File: config.mk
export PLATFORM = sky130hd
export DESIGN_NAME = arf_retire_sequencer
export DESIGN_NICKNAME = d
export VERILOG_FILES = /design/src/rtl/arf_pkg.sv /design/src/rtl/retire_fifo.sv /design/src/rtl/arf_retire_sequencer.sv
export SDC_FILE = /design/constraint.sdc
export NUM_CORES = 1
export LEC_CHECK = 0
export BUFFER_PORTS_ARGS = -buffer_cell sky130_fd_sc_hd__clkbuf_2
export CAP_MARGIN = 20
export CORE_UTILIZATION = 50
export CTS_CLUSTER_SIZE = 25
export DETAILED_ROUTE_END_ITERATION = 7
export PLACE_DENSITY_LB_ADDON = 0.1
export REMOVE_ABC_BUFFERS = 1
export SETUP_SLACK_MARGIN = 0.3
export SYNTH_ARGS = -nofsm -noshare
export SYNTH_HDL_FRONTEND = slang
export SYNTH_SLANG_ARGS = --single-unit
File: constraint.sdc
create_clock -name clk -period 5.5 [get_ports clk]
set_input_delay 1.1 -clock clk [delete_from_list [all_inputs] [get_ports clk]]
set_output_delay 1.1 -clock clk [all_outputs]
set_load 0.03 [all_outputs]
File: src/rtl/arf_pkg.sv
// -----------------------------------------------------------------------------
// arf_pkg
// Shared constants and types for the architectural register file retire path.
//   NUM_REG        number of architectural registers
//   NUM_REG_LOG2   register index width
//   REG_SIZE       register data width
//   arf_reg_t      register index type
//   arf_data_t     register data type
//   retire_entry_t one queued retire write {reg_idx, data}
// -----------------------------------------------------------------------------
package arf_pkg;
  localparam int NUM_REG      = 32;
  localparam int NUM_REG_LOG2 = $clog2(NUM_REG);
  localparam int REG_SIZE     = 32;

  typedef logic [NUM_REG_LOG2-1:0] arf_reg_t;
  typedef logic [REG_SIZE-1:0]     arf_data_t;

  // The field cannot be called "reg" (keyword), so it is reg_idx.
  typedef struct packed {
    arf_reg_t  reg_idx;
    arf_data_t data;
  } retire_entry_t;
endpackage

File: src/rtl/retire_fifo.sv
// -----------------------------------------------------------------------------
// retire_fifo
// Circular buffer that accepts up to two pushes and performs at most one pop
// per cycle. The caller guarantees that at least i_push_cnt slots are free.
// Ports:
//   clk, rst                  clock, synchronous active-high reset
//   i_push_cnt                number of entries to push (0..2)
//   i_a_reg/i_a_data          first (older) entry, written at the write pointer
//   i_b_reg/i_b_data          second entry, written one slot after the first
//   i_pop                     remove the head entry
//   o_head_reg/o_head_data    current head entry
//   o_count                   number of occupied entries
//   o_rptr                    head slot index (oldest entry)
//   o_ent_valid               per-slot occupied flag
//   o_ent_reg/o_ent_data      flattened per-slot contents, slot i at [i*W +: W]
// -----------------------------------------------------------------------------
module retire_fifo
  import arf_pkg::*;
#(
  parameter int RW    = arf_pkg::NUM_REG_LOG2,
  parameter int DW    = arf_pkg::REG_SIZE,
  parameter int DEPTH = 4,
  localparam int AW   = $clog2(DEPTH)
) (
  input  logic                  clk,
  input  logic                  rst,
  input  logic [1:0]            i_push_cnt,
  input  logic [RW-1:0]         i_a_reg,
  input  logic [DW-1:0]         i_a_data,
  input  logic [RW-1:0]         i_b_reg,
  input  logic [DW-1:0]         i_b_data,
  input  logic                  i_pop,
  output logic [RW-1:0]         o_head_reg,
  output logic [DW-1:0]         o_head_data,
  output logic [AW:0]           o_count,
  output logic [AW-1:0]         o_rptr,
  output logic [DEPTH-1:0]      o_ent_valid,
  output logic [DEPTH*RW-1:0]   o_ent_reg,
  output logic [DEPTH*DW-1:0]   o_ent_data
);

  logic [RW-1:0]    r_reg  [DEPTH];
  logic [DW-1:0]    r_data [DEPTH];
  logic [DEPTH-1:0] r_valid;
  logic [AW-1:0]    r_wptr;
  logic [AW-1:0]    r_rptr;
  logic [AW:0]      r_count;
  logic [AW-1:0]    w_wptr1;

  // DEPTH is a power of two, so pointer arithmetic wraps for free.
  assign w_wptr1 = r_wptr + 1'b1;

  // Control state: pointers, count and occupied flags.
  always_ff @(posedge clk) begin
    if (rst) begin
      r_valid <= '0;
      r_wptr  <= '0;
      r_rptr  <= '0;
      r_count <= '0;
    end else begin
      // Pop is applied first; a push never targets the head slot because
      // the producer only pushes into free slots.
      if (i_pop) begin
        r_valid[r_rptr] <= 1'b0;
        r_rptr          <= r_rptr + 1'b1;
      end
      if (i_push_cnt != 2'd0) begin
        r_valid[r_wptr] <= 1'b1;
      end
      if (i_push_cnt == 2'd2) begin
        r_valid[w_wptr1] <= 1'b1;
      end
      r_wptr  <= r_wptr + AW'(i_push_cnt);
      r_count <= r_count + (AW+1)'(i_push_cnt) - (AW+1)'(i_pop);
    end
  end

  // Payload storage needs no reset; occupancy is tracked by r_valid.
  always_ff @(posedge clk) begin
    if (!rst && (i_push_cnt != 2'd0)) begin
      r_reg[r_wptr]  <= i_a_reg;
      r_data[r_wptr] <= i_a_data;
    end
    if (!rst && (i_push_cnt == 2'd2)) begin
      r_reg[w_wptr1]  <= i_b_reg;
      r_data[w_wptr1] <= i_b_data;
    end
  end

  assign o_head_reg  = r_reg[r_rptr];
  assign o_head_data = r_data[r_rptr];
  assign o_count     = r_count;
  assign o_rptr      = r_rptr;
  assign o_ent_valid = r_valid;

  genvar gi;
  generate
    for (gi = 0; gi < DEPTH; gi++) begin : g_flat
      assign o_ent_reg[gi*RW +: RW]  = r_reg[gi];
      assign o_ent_data[gi*DW +: DW] = r_data[gi];
    end
  endgenerate

endmodule

File: src/rtl/arf_retire_sequencer.sv
// -----------------------------------------------------------------------------
// arf_retire_sequencer
// Buffers up to two committed results per cycle and drains one per cycle into
// the architectural register file retire port. Reports whether a queried
// register still has a queued write.
// Optional build macro: ARF_RETIRE_FWD_EN -- when defined, rsX_fwd_data carries
// the youngest queued value for rsX; otherwise rsX_fwd_data is tied to 0.
// Ports:
//   clk, rst                          clock, synchronous active-high reset
//   commit0_* / commit1_*             commit lanes (lane 0 older than lane 1)
//   commit_ready                      both lanes may be accepted this cycle
//   arf_we / arf_waddr / arf_wdata    retire write to the register file
//   rs1, rs2                          operand-read queries
//   rs1_pending, rs2_pending          queued write exists for the query
//   rs1_fwd_data, rs2_fwd_data        youngest queued value for the query
//   occupancy                         current FIFO entry count
// -----------------------------------------------------------------------------
module arf_retire_sequencer
  import arf_pkg::*;
#(
  parameter int  NUM_REG      = arf_pkg::NUM_REG,
  parameter int  REG_SIZE     = arf_pkg::REG_SIZE,
  parameter int  DEPTH        = 4,
  localparam int NUM_REG_LOG2 = $clog2(NUM_REG)
) (
  input  logic                     clk,
  input  logic                     rst,
  input  logic                     commit0_valid,
  input  logic [NUM_REG_LOG2-1:0]  commit0_reg,
  input  logic [REG_SIZE-1:0]      commit0_data,
  input  logic                     commit1_valid,
  input  logic [NUM_REG_LOG2-1:0]  commit1_reg,
  input  logic [REG_SIZE-1:0]      commit1_data,
  output logic                     commit_ready,
  output logic                     arf_we,
  output logic [NUM_REG_LOG2-1:0]  arf_waddr,
  output logic [REG_SIZE-1:0]      arf_wdata,
  input  logic [NUM_REG_LOG2-1:0]  rs1,
  input  logic [NUM_REG_LOG2-1:0]  rs2,
  output logic                     rs1_pending,
  output logic                     rs2_pending,
  output logic [REG_SIZE-1:0]      rs1_fwd_data,
  output logic [REG_SIZE-1:0]      rs2_fwd_data,
  output logic [$clog2(DEPTH):0]   occupancy
);

  localparam int AW = $clog2(DEPTH);
  localparam int RW = NUM_REG_LOG2;

  logic                  w_keep0;
  logic                  w_keep1;
  logic [1:0]            w_push_cnt;
  logic [RW-1:0]         w_a_reg;
  logic [REG_SIZE-1:0]   w_a_data;
  logic [AW:0]           w_count;
  logic [AW-1:0]         w_rptr;
  logic [DEPTH-1:0]      w_ent_valid;
  logic [DEPTH*RW-1:0]   w_ent_reg_flat;
  logic [DEPTH*REG_SIZE-1:0] w_ent_data_flat;
  logic [RW-1:0]         w_head_reg;
  logic [REG_SIZE-1:0]   w_head_data;
  logic [DEPTH-1:0]      w_m1;
  logic [DEPTH-1:0]      w_m2;

  // Writes to x0 are architecturally invisible and never take a slot.
  assign w_keep0 = commit0_valid && (commit0_reg != '0);
  assign w_keep1 = commit1_valid && (commit1_reg != '0);

  // Conservative: two free slots required regardless of how many lanes fire.
  assign commit_ready = !rst && ((DEPTH - int'(w_count)) >= 2);

  assign w_push_cnt = commit_ready ? ({1'b0, w_keep0} + {1'b0, w_keep1}) : 2'd0;

  // Compact the surviving lanes so the first survivor lands in the first slot.
  assign w_a_reg  = w_keep0 ? commit0_reg  : commit1_reg;
  assign w_a_data = w_keep0 ? commit0_data : commit1_data;

  // Retire write is suppressed during reset so a flush never leaks a write.
  assign arf_we    = !rst && (w_count != '0);
  assign arf_waddr = w_head_reg;
  assign arf_wdata = w_head_data;
  assign occupancy = w_count;

  retire_fifo #(
    .RW    (RW),
    .DW    (REG_SIZE),
    .DEPTH (DEPTH)
  ) u_fifo (
    .clk         (clk),
    .rst         (rst),
    .i_push_cnt  (w_push_cnt),
    .i_a_reg     (w_a_reg),
    .i_a_data    (w_a_data),
    .i_b_reg     (commit1_reg),
    .i_b_data    (commit1_data),
    .i_pop       (arf_we),
    .o_head_reg  (w_head_reg),
    .o_head_data (w_head_data),
    .o_count     (w_count),
    .o_rptr      (w_rptr),
    .o_ent_valid (w_ent_valid),
    .o_ent_reg   (w_ent_reg_flat),
    .o_ent_data  (w_ent_data_flat)
  );

  // Per-slot match against each query; the head counts while it is written.
  genvar gi;
  generate
    for (gi = 0; gi < DEPTH; gi++) begin : g_match
      assign w_m1[gi] = w_ent_valid[gi] && (w_ent_reg_flat[gi*RW +: RW] == rs1);
      assign w_m2[gi] = w_ent_valid[gi] && (w_ent_reg_flat[gi*RW +: RW] == rs2);
    end
  endgenerate

  assign rs1_pending = (rs1 != '0) && (|w_m1);
  assign rs2_pending = (rs2 != '0) && (|w_m2);

`ifdef ARF_RETIRE_FWD_EN
  logic [AW-1:0]       w_age_idx  [DEPTH];
  logic [REG_SIZE-1:0] w_ent_data [DEPTH];

  // w_age_idx[k] is the slot holding the k-th oldest entry.
  generate
    for (gi = 0; gi < DEPTH; gi++) begin : g_age
      assign w_age_idx[gi]  = w_rptr + AW'(gi);
      assign w_ent_data[gi] = w_ent_data_flat[gi*REG_SIZE +: REG_SIZE];
    end
  endgenerate

  // Walk oldest to youngest; the last match wins, giving the youngest value.
  always_comb begin
    rs1_fwd_data = '0;
    rs2_fwd_data = '0;
    for (int k = 0; k < DEPTH; k++) begin
      if (rs1_pending && w_m1[w_age_idx[k]]) rs1_fwd_data = w_ent_data[w_age_idx[k]];
      if (rs2_pending && w_m2[w_age_idx[k]]) rs2_fwd_data = w_ent_data[w_age_idx[k]];
    end
  end
`else
  assign rs1_fwd_data = '0;
  assign rs2_fwd_data = '0;

  logic w_unused;
  assign w_unused = ^{w_rptr, w_ent_data_flat};
`endif

endmodule

==> reports/metrics.cfg, run 1 <==
[sta]
setup_viol=0
slew_violations=0
min_period_over_period_pct=76.2
setup_slack_ns=1.31
setup_tns_ns=0
worst_pin_slew_ns=0.832
hold_viol=0
finalClockSkew_ns=0.00761
relSlewSlack_pct=44.5
fin_crit_ns=4.19
rsz0062_at_grt=no
timing.hold.ws_ns=0.538
max_freq_mhz=239

[routing]
routed_via_density=5.42
drc=0
wl_per_cell_um=20.8
drt_iter0_markers=219
drtPass1Iterations=4
routed_wl_um=19800
ant_nets=0
dr_total_vias=5152

[layout]
fin_nets=812
largest_reg_flops=128
fillers=1378
diodes=0
synthToLayoutAreaGrowth_pct=14.1
final_core_util_pct=59.0
final_common_cell=edfxtp_1
final_layout_size_suffix_gt1_share_pct=50.7
mostFrequentLayoutCells=edfxtp_1 (148), clkbuf_2 (131), mux2_2 (115)

[pwr]
leakage_nw=3.91
finalPower_mw=4.34
vdd_drop_max_mv=0.245
power.density_nw_per_um2=421

[floorplan]
core-area_sq_um=17500
start_util_pct=51.7
design.die.area_sq_um=18600
rows=48
io_pins=196
die_x_um=136
die_h_um=136

[place]
dp_slack_ns=0.906
detailed_place_hpwl_um=13000
io_buffers=131
place.gp.congestion=0.846

[cts]
htreeDepth=4
cts-buffers-inserted=17
cts_hold_buf=0
clk_path_buf_depth=2
post_cts_buffers=0
clkSinkCount=161
cts_resized=0
cts_tree=done
cts_root_buffer=clkbuf_16
clkLatencyLatePin_ns=0.42
clk_pin_slew_ns=0.06

[setup_path]
cp.arrival_ns=4.36
reg2reg_slack_ns=2.45
cp_max_fo=37
startpoint_type=input port
crit_path_end_kind=flop
critPathRequiredTime_ns=5.67
worstSetupPathType=in2reg

[synth]
synth_edf_count=148
synth_top_flop_cell=edfxtp_1
synth_cells=585
postSynthAreaPerCell_sq_um=15.5
synth-seq-cells=161
ys_types=40
seq_area_frac_synth_pct=52.0
synthesis.area_sq_um=9040
synth_warnings=0
postSynth.asyncResetShare_pct=0

[global_routing]
use_met3_pct=5.11
antenna_found_initial=0
grt_pass1_vias=5467
grt.met2_usage_pct=39.5
track_usage_pct=22.5
gr-total-overflow=0
grt_max_degree=38
grt_util_met1_pct=27.0
busiest_layer=met2
grt_pass1_wl_um=30400

[run_status]
outcome=finished clean

[job]
maxCapViolations=0

[hold_path]
holdCritPathClass=reg2reg

where the power goes:
part           internal [mW]  switching (mW)  leakage [nW]
logic                  0.581           0.886          2.17
clock network          0.761           0.490         0.293
registers               1.49           0.131          1.45
layout make-up:
| cell class | instances | area [sq um] | area share [%] |
|---|---|---|---|
| well taps | 225 | 282 | 2.73 |
| flip-flops and latches | 161 | 4710 | 45.6 |
| multi-input cells | 376 | 3870 | 37.6 |
| clock inverters | 13 | 183 | 1.77 |
| repair buffers | 143 | 783 | 7.59 |
| clock buffers | 19 | 433 | 4.20 |
| inverters | 14 | 52.6 | 0.509 |
final timing paths:
path,to,startpoint,cells after the start
worst min-delay path,u_fifo.o_ent_valid[1],u_fifo.o_ent_valid[1],2
worst min register to register,u_fifo.o_ent_valid[1],u_fifo.o_ent_valid[1],2
worst max register to register,u_fifo.o_count[2],u_fifo.o_count[2],13
worst max-delay path,u_fifo.r_data[3][30],commit0_reg[1],10
critical path, cell delays in order:
cell,delay (ns)
clkbuf_2,0.11
or4_1,0.59
o21ai_4,0.30
inv_2,0.10
ha_1,0.35
nor2b_1,0.37
nor2b_1,0.31
nand3_1,0.17
nand2_4,0.54
mux2_2,0.41
routing by layer:
layer  vias up  wire length, um  part of all wire [%]
li1       2344                -                     -
met1      2592             8240                    42
met2       188            10200                    51
met3        28              978                   4.9
met4         0              404                   2.0
met5         -                0                     0
kinds of logic (layout without fill, tap and decap cells):
kind of cell	count (synthesis)	count (layout)	share of synthesized area, %
adders and majority gates	11	11	1.61
muxes	186	186	29.0
other	1	64	0.0415
AOI/OAI and AO/OA	18	18	1.66
xor gates and xnor gates	45	45	4.36
DFF	161	161	52.0
buffers and inverters	111	189	7.97
and+or+nand+nor	52	52	3.31
Yosys cell counts, types with 6 or more instances:
master,instances,area (sq um)
ha_1,10,125
nor2b_1,6,37.5
xor2_1,34,298
edfxtp_1,148,4440
xnor2_1,11,96.3
mux2_2,115,1290
buf_4,67,503
dfxtp_1,13,260
inv_1,13,48.8
clkbuf_1,18,67.6
mux4_2,37,833
buf_6,6,67.6
nor2_1,10,37.5
buf_2,6,30.0
mux2_4,30,450
nand3_1,9,45.0
nor4_1,8,50.1
through the flow:
step | area [sq um] | cells
floorplan | 8610 | 551
global placement | 9700 | 919
detailed placement | 9700 | 919
CTS | 10300 | 951
global route | 10300 | 951
finish | 10300 | 951
No activity file was read; power rests on OpenSTA's default activity.
==> run 2: changes to the inputs <==
- clock period: 5.5 -> 3.8 ns (I/O delays scaled with it)
==> run 2 against run 1 <==
Effect of this change: clock skew decreased by 0.0015 ns; clock-buffer cell count up 2; via count increased by 0.64%; routed wire length fell by 2.3%; sequential power grew 48%; flip-flop and latch count unchanged; combinational power increased by 44%; register-to-register slack worse by 1.6 ns; non-clock buffer count increased by 10; hold slack got worse by 0.011 ns; first-iteration DRC count is 4.6% higher; largest cell class unchanged; largest power group unchanged.
==> reports/metrics.cfg, run 2 (synthesized netlist as in run 1, its figures left out) <==
[cts]
cts_tree=done
clk_path_buf_depth=2  ; unchanged
post_cts_buffers=0  ; unchanged
cts_hold_buf=0  ; unchanged
cts-buffers-inserted=17  ; unchanged
cts_resized=0  ; unchanged
clk_pin_slew_ns=0.06  ; about the same
htreeDepth=4  ; unchanged
clkLatencyLatePin_ns=0.43  ; about the same
cts_root_buffer=clkbuf_16
clkSinkCount=161  ; unchanged

[sta]
setup_slack_ns=0.634  ; -0.675 ns
hold_viol=0  ; unchanged
relSlewSlack_pct=44.8  ; +0.28 points
setup_viol=0  ; unchanged
min_period_over_period_pct=83.3
slew_violations=0  ; unchanged
timing.hold.ws_ns=0.527  ; -0.0110 ns
worst_pin_slew_ns=0.828  ; -0.00419 ns
finalClockSkew_ns=0.00610  ; -0.00151 ns
max_freq_mhz=316
rsz0062_at_grt=no
setup_tns_ns=0  ; unchanged
fin_crit_ns=3.17

[floorplan]
core-area_sq_um=17500  ; unchanged
die_h_um=136  ; unchanged
die_x_um=136  ; unchanged
io_pins=196  ; unchanged
rows=48  ; unchanged
start_util_pct=51.7  ; unchanged
design.die.area_sq_um=18600  ; unchanged

[layout]
largest_reg_flops=128  ; unchanged
final_layout_size_suffix_gt1_share_pct=51.3  ; +0.60 points
post-route-cell-area_sq_um=10400  ; +0.50%
diodes=0  ; unchanged
synthToLayoutAreaGrowth_pct=14.7
fillers=1362  ; -1.2%
stdcell_count=960  ; +0.95%
mostFrequentLayoutCells=edfxtp_1 (148), clkbuf_2 (131), mux2_2 (115)
fin_nets=822  ; +1.2%
final_common_cell=edfxtp_1
final_core_util_pct=59.3  ; +0.29 points

[hold_path]
holdPathStages=2  ; unchanged
holdCritPathClass=reg2reg

[job]
maxCapViolations=0  ; unchanged

[setup_path]
startpoint_type=input port
slowest_delay_ns=0.60  ; about the same
reg2reg_from=u_fifo.o_count[2]
cp.arrival_ns=3.47  ; -0.89 ns
worstSetupPathType=in2reg
crit_family=adder cells
r2r_cells=14  ; +1
cp_max_fo=5  ; -86%
cp.buffers_inverters=4  ; +2
crit_path_start=commit0_reg[1]
r2r-end=u_fifo.o_count[2]
critPathRequiredTime_ns=4.10  ; -1.57 ns
crit_chain=clkbuf_2 -> or4_1 -> o21ai_4 -> inv_2 -> ha_1 -> and2_1 -> inv_1 -> ha_1 -> inv_1 -> ha_1 -> fa_1 -> xor2_1 -> xnor2_1 -> nor2_1
cp_slowest_cell=or4_1
crit_path_end_kind=flop
path_depth=14  ; +4
reg2reg_slack_ns=0.90  ; -1.55 ns
cp_common_cell=ha_1
crit_path_end=u_fifo.o_count[2]

[global_routing]
track_usage_pct=22.0  ; -0.51 points
grt_max_degree=38  ; unchanged
grt_pass1_vias=5405  ; -1.1%
gr-total-overflow=0  ; unchanged
antenna_found_initial=0  ; unchanged
grt_pass1_wl_um=29600  ; -2.8%

[routing]
drt_iter0_markers=229  ; +4.6%
ant_nets=0  ; unchanged
routed_via_density=5.40  ; -0.30%
wl_per_cell_um=20.2  ; -3.2%
dr_total_vias=5185  ; +0.64%
drtPass1Iterations=4  ; unchanged
routed_wl_um=19400  ; -2.3%
drc=0  ; unchanged

[place]
io_buffers=131  ; unchanged
numPlacedInstances=929  ; +1.1%
detailed_place_hpwl_um=12800  ; -1.8%
dp_slack_ns=0.222  ; -0.685 ns
place.gp.congestion=0.819  ; -3.2%
dpl-instance-area_sq_um=9840  ; +1.4%

[pwr]
combPwrFrac_pct=34.8  ; +1.0 points
vdd_drop_max_mv=0.367  ; +50%
p_int_mw=3.93  ; +39%
power_frac_seq_pct=39.4  ; +2.0 points
finalPower_mw=6.07  ; +40%
p_sw_share_pct=35.3  ; +0.64 points
p_switching_mw=2.15  ; +42%
p_clk_share_pct=25.8  ; -3.0 points
power.density_nw_per_um2=586  ; +39%
leakage_nw=3.95  ; +0.96%

[run_status]
outcome=finished clean

[run 2: changes by cell type in the layout (fill, tap and decap cells not counted), sizes merged]
cell      previous run  this run
clkbuf             150       152
clkinvlp             2         1
buf                 12        22
inv                 17        15
clkinv               4         7
bufinv               4         1
[run 2: routing by layer]
metal | GRT usage [%] | vias to the layer above | wire length (um)
met3 | 6.11 | 28 | 1050
met5 | 0 | - | 0
met1 | 25.9 | 2607 | 7970
li1 | - | 2359 | -
met4 | 8.02 | 0 | 405
met2 | 38.1 | 191 | 9940
[run 2: area by class of cell]
class / instances / area [sq um] / area share (%)
sequential: 161 / 4710 / 45.4
multi-input combinational: 376 / 3870 / 37.4
tap: 225 / 282 / 2.72
clock buffer: 21 / 440 / 4.25
timing repair buffer: 153 / 921 / 8.88
inverter: 14 / 52.6 / 0.507
clock inverter: 10 / 88.8 / 0.857
[run 2: power groups by stage]
stage	combinational (mW)	clock [mW]	sequential, mW
2_1_floorplan	1.49	0	2.40
3_3_place_gp	2.11	0	2.44
3_5_place_dp	2.13	0	2.45
4_1_cts	2.14	1.59	2.41
5_1_grt	2.27	1.66	2.43
6_report	2.11	1.57	2.39
[run 2: worst min-delay path: cells and delay by family (launching register included)]
kind | cells | cell delay [ns]
AOI/OAI and AO/OA | 2 | 0.14
DFF | 1 | 0.34
[run 2: how the worst min path moves through the flow]
| stage | to | startpoint | slack [ns] |
|---|---|---|---|
| 2_1_floorplan | u_fifo.o_ent_valid[1] | u_fifo.o_ent_valid[1] | 0.46 |
| 3_3_place_gp | u_fifo.o_ent_valid[2] | u_fifo.o_ent_valid[2] | 0.52 |
| 4_1_cts | u_fifo.o_ent_valid[2] | u_fifo.o_ent_valid[2] | 0.52 |
| 6_report | u_fifo.o_ent_valid[2] | u_fifo.o_ent_valid[2] | 0.53 |
| 3_5_place_dp | u_fifo.o_ent_valid[2] | u_fifo.o_ent_valid[2] | 0.51 |
| 5_1_grt | u_fifo.o_ent_valid[2] | u_fifo.o_ent_valid[2] | 0.57 |
==> run 3: changes to the inputs <==
- clock period: 3.8 -> 2.6 ns (I/O delays scaled with it)
==> run 3 against run 2 <==
Effect of this change: the run now ends with setup timing left; hold slack got worse by 0.087 ns; cell count rose by 10%; worst setup slack got worse by 0.75 ns; sequential power rose by 38%; routed wire length rose by 34%; register-to-register slack got worse by 0.91 ns; core utilization rose by 14 points; clock power rose by 59%; die area did not move; critical path type unchanged; largest power group is now combinational logic.
==> reports/metrics.cfg, run 3 (synthesized netlist as in run 1, its figures left out) <==
[cts]
cts_tree=done
cts-buffers-inserted=17  ; unchanged
cts_root_buffer=clkbuf_16
clkSinkCount=161  ; unchanged
cts_hold_buf=0  ; unchanged
clk_path_buf_depth=2  ; unchanged
clkLatencyLatePin_ns=0.43  ; about the same
htreeDepth=4  ; unchanged
clk_pin_slew_ns=0.07  ; about the same

[sta]
max_freq_mhz=367
finalClockSkew_ns=0.00705  ; +0.000943 ns
worst_pin_slew_ns=0.499  ; -0.329 ns
timing.hold.ws_ns=0.440  ; -0.0873 ns
setup_viol=199  ; +199
relSlewSlack_pct=66.7  ; +22 points
hold_viol=0  ; unchanged
min_period_over_period_pct=105
setup_slack_ns=-0.121  ; -0.755 ns
fin_crit_ns=2.72
rsz0062_at_grt=yes
slew_violations=0  ; unchanged

[routing]
ant_nets=0  ; unchanged
wl_per_cell_um=24.5  ; +21%
routed_wl_um=25900  ; +34%
dr_total_vias=5855  ; +13%
drc=0  ; unchanged
drtPass1Iterations=4  ; unchanged
drt_iter0_markers=358  ; +56%
routed_via_density=5.54  ; +2.7%

[global_routing]
track_usage_pct=24.8  ; +2.8 points
grt_pass1_wl_um=33000  ; +12%
grt_pass1_vias=5736  ; +6.1%
grt_max_degree=24  ; -37%
antenna_found_initial=0  ; unchanged
gr-total-overflow=0  ; unchanged

[pwr]
vdd_drop_max_mv=0.575  ; +57%
p_switching_mw=3.67  ; +71%
combPwrFrac_pct=44.8  ; +10 points
p_int_mw=6.83  ; +74%
leakage_nw=5.31  ; +34%
power.density_nw_per_um2=820  ; +40%
p_clk_share_pct=23.8  ; -2.0 points
p_sw_share_pct=35.0  ; -0.38 points
power_frac_seq_pct=31.4  ; -8.0 points
finalPower_mw=10.5  ; +73%

[layout]
seq_area_sq_um=4710  ; unchanged
fin_nets=918  ; +12%
final_layout_size_suffix_gt1_share_pct=60.8  ; +9.5 points
mostFrequentLayoutCells=mux2_4 (148), edfxtp_1 (148), clkbuf_2 (100)
largest_reg_flops=128  ; unchanged
multiInputGateArea_sq_um=4480  ; +16%
diodes=0  ; unchanged
synthToLayoutAreaGrowth_pct=41.6
final_core_util_pct=73.2  ; +14 points
fillers=1058  ; -22%

[setup_path]
worstSetupPathType=in2reg
startpoint_type=input port
reg2reg_slack_ns=-0.01  ; -0.91 ns
cp.arrival_ns=2.90  ; -0.57 ns
crit_path_end_kind=flop
cp_max_fo=7  ; +2
critPathRequiredTime_ns=2.78  ; -1.32 ns

[place]
place.gp.congestion=0.800  ; -2.3%
io_buffers=131  ; unchanged
detailed_place_hpwl_um=13600  ; +6.4%

[job]
maxCapViolations=0  ; unchanged

[floorplan]
design.die.area_sq_um=18600  ; unchanged
rows=48  ; unchanged
die_h_um=136  ; unchanged
io_pins=196  ; unchanged
start_util_pct=51.7  ; unchanged
core-area_sq_um=17500  ; unchanged
die_x_um=136  ; unchanged

[hold_path]
holdCritPathClass=in2reg

[run_status]
violations=setup timing
outcome=finished, violations left

## run 3: cell types whose count changed in the layout (fill, tap and decap cells not counted), moves of 7 or more
cell | previous run | this run
mux2_4 | 30 | 148
mux2_2 | 115 | 0
buf_6 | 0 | 47
clkbuf_2 | 131 | 100
buf_4 | 14 | 40
buf_12 | 8 | 26
clkbuf_16 | 17 | 35
buf_16 | 0 | 10
buf_8 | 0 | 7
## run 3: worst paths after layout
check / start / to / depth (start not counted)
worst max-delay path: commit0_reg[3] / u_fifo.r_data[1][27] / 13
worst min-delay path: commit1_data[24] / u_fifo.r_data[0][24] / 2
worst max register to register: u_fifo.o_count[1] / u_fifo.r_reg[1][2] / 11
worst min register to register: u_fifo.o_ent_valid[2] / u_fifo.o_ent_valid[2] / 2
## run 3: layer usage
metal,global-route usage [%],routed length (um),vias to the layer above
met1,30.2,10400,2995
met3,6.15,1230,49
met2,43.9,13500,244
met5,0,0,-
li1,-,-,2567
met4,6.05,752,0
## run 3: area by class of cell
| cell class | instances | share of cell area [%] |
|---|---|---|
| clock buffers | 19 | 3.38 |
| clock inverters | 12 | 1.05 |
| inverters | 14 | 0.547 |
| multi-input cells | 376 | 35.0 |
| flip-flops and latches | 161 | 36.8 |
| well taps | 225 | 2.20 |
| repair buffers | 249 | 21.0 |
## run 3: timing repair
item	CTS	global route
setup buffers	16	19
pin swaps	9	37
gates cloned	9	23
gates resized for setup	76	255
setup endpoints to repair	334	339
## run 3: critical path, cell delays in order
cell and delay, ns:
buf_6 0.09, or4_4 0.56, o21ai_4 0.17, inv_2 0.07, ha_4 0.29, nor2b_4 0.04, nor2b_4 0.13, buf_6 0.14
a21oi_4 0.19, buf_12 0.13, buf_12 0.11, buf_12 0.14, mux2_4 0.31
## run 3: power groups by stage
stage                     Clock, mW  Sequential (mW)  Combinational (mW)
after floorplan                   0             3.51                2.18
after global placement            0             3.36                3.47
after detailed placement          0             3.38                3.49
after CTS                      2.48             3.33                3.74
after global routing           2.61             3.32                4.93
final                          2.50             3.30                4.70
## run 3: stage by stage
stage | TNS [ns] | setup slack [ns] | area (sq um) | std cells
2_1_floorplan | -313.77 | -1.52 | 8610 | 551
3_3_place_gp | -153.60 | -0.652 | 10200 | 958
3_5_place_dp | -160.50 | -0.710 | 10200 | 958
4_1_cts | -12.49 | -0.132 | 11400 | 1014
5_1_grt | -16.47 | -0.148 | 12800 | 1056
6_report | -10.57 | -0.121 | 12800 | 1056
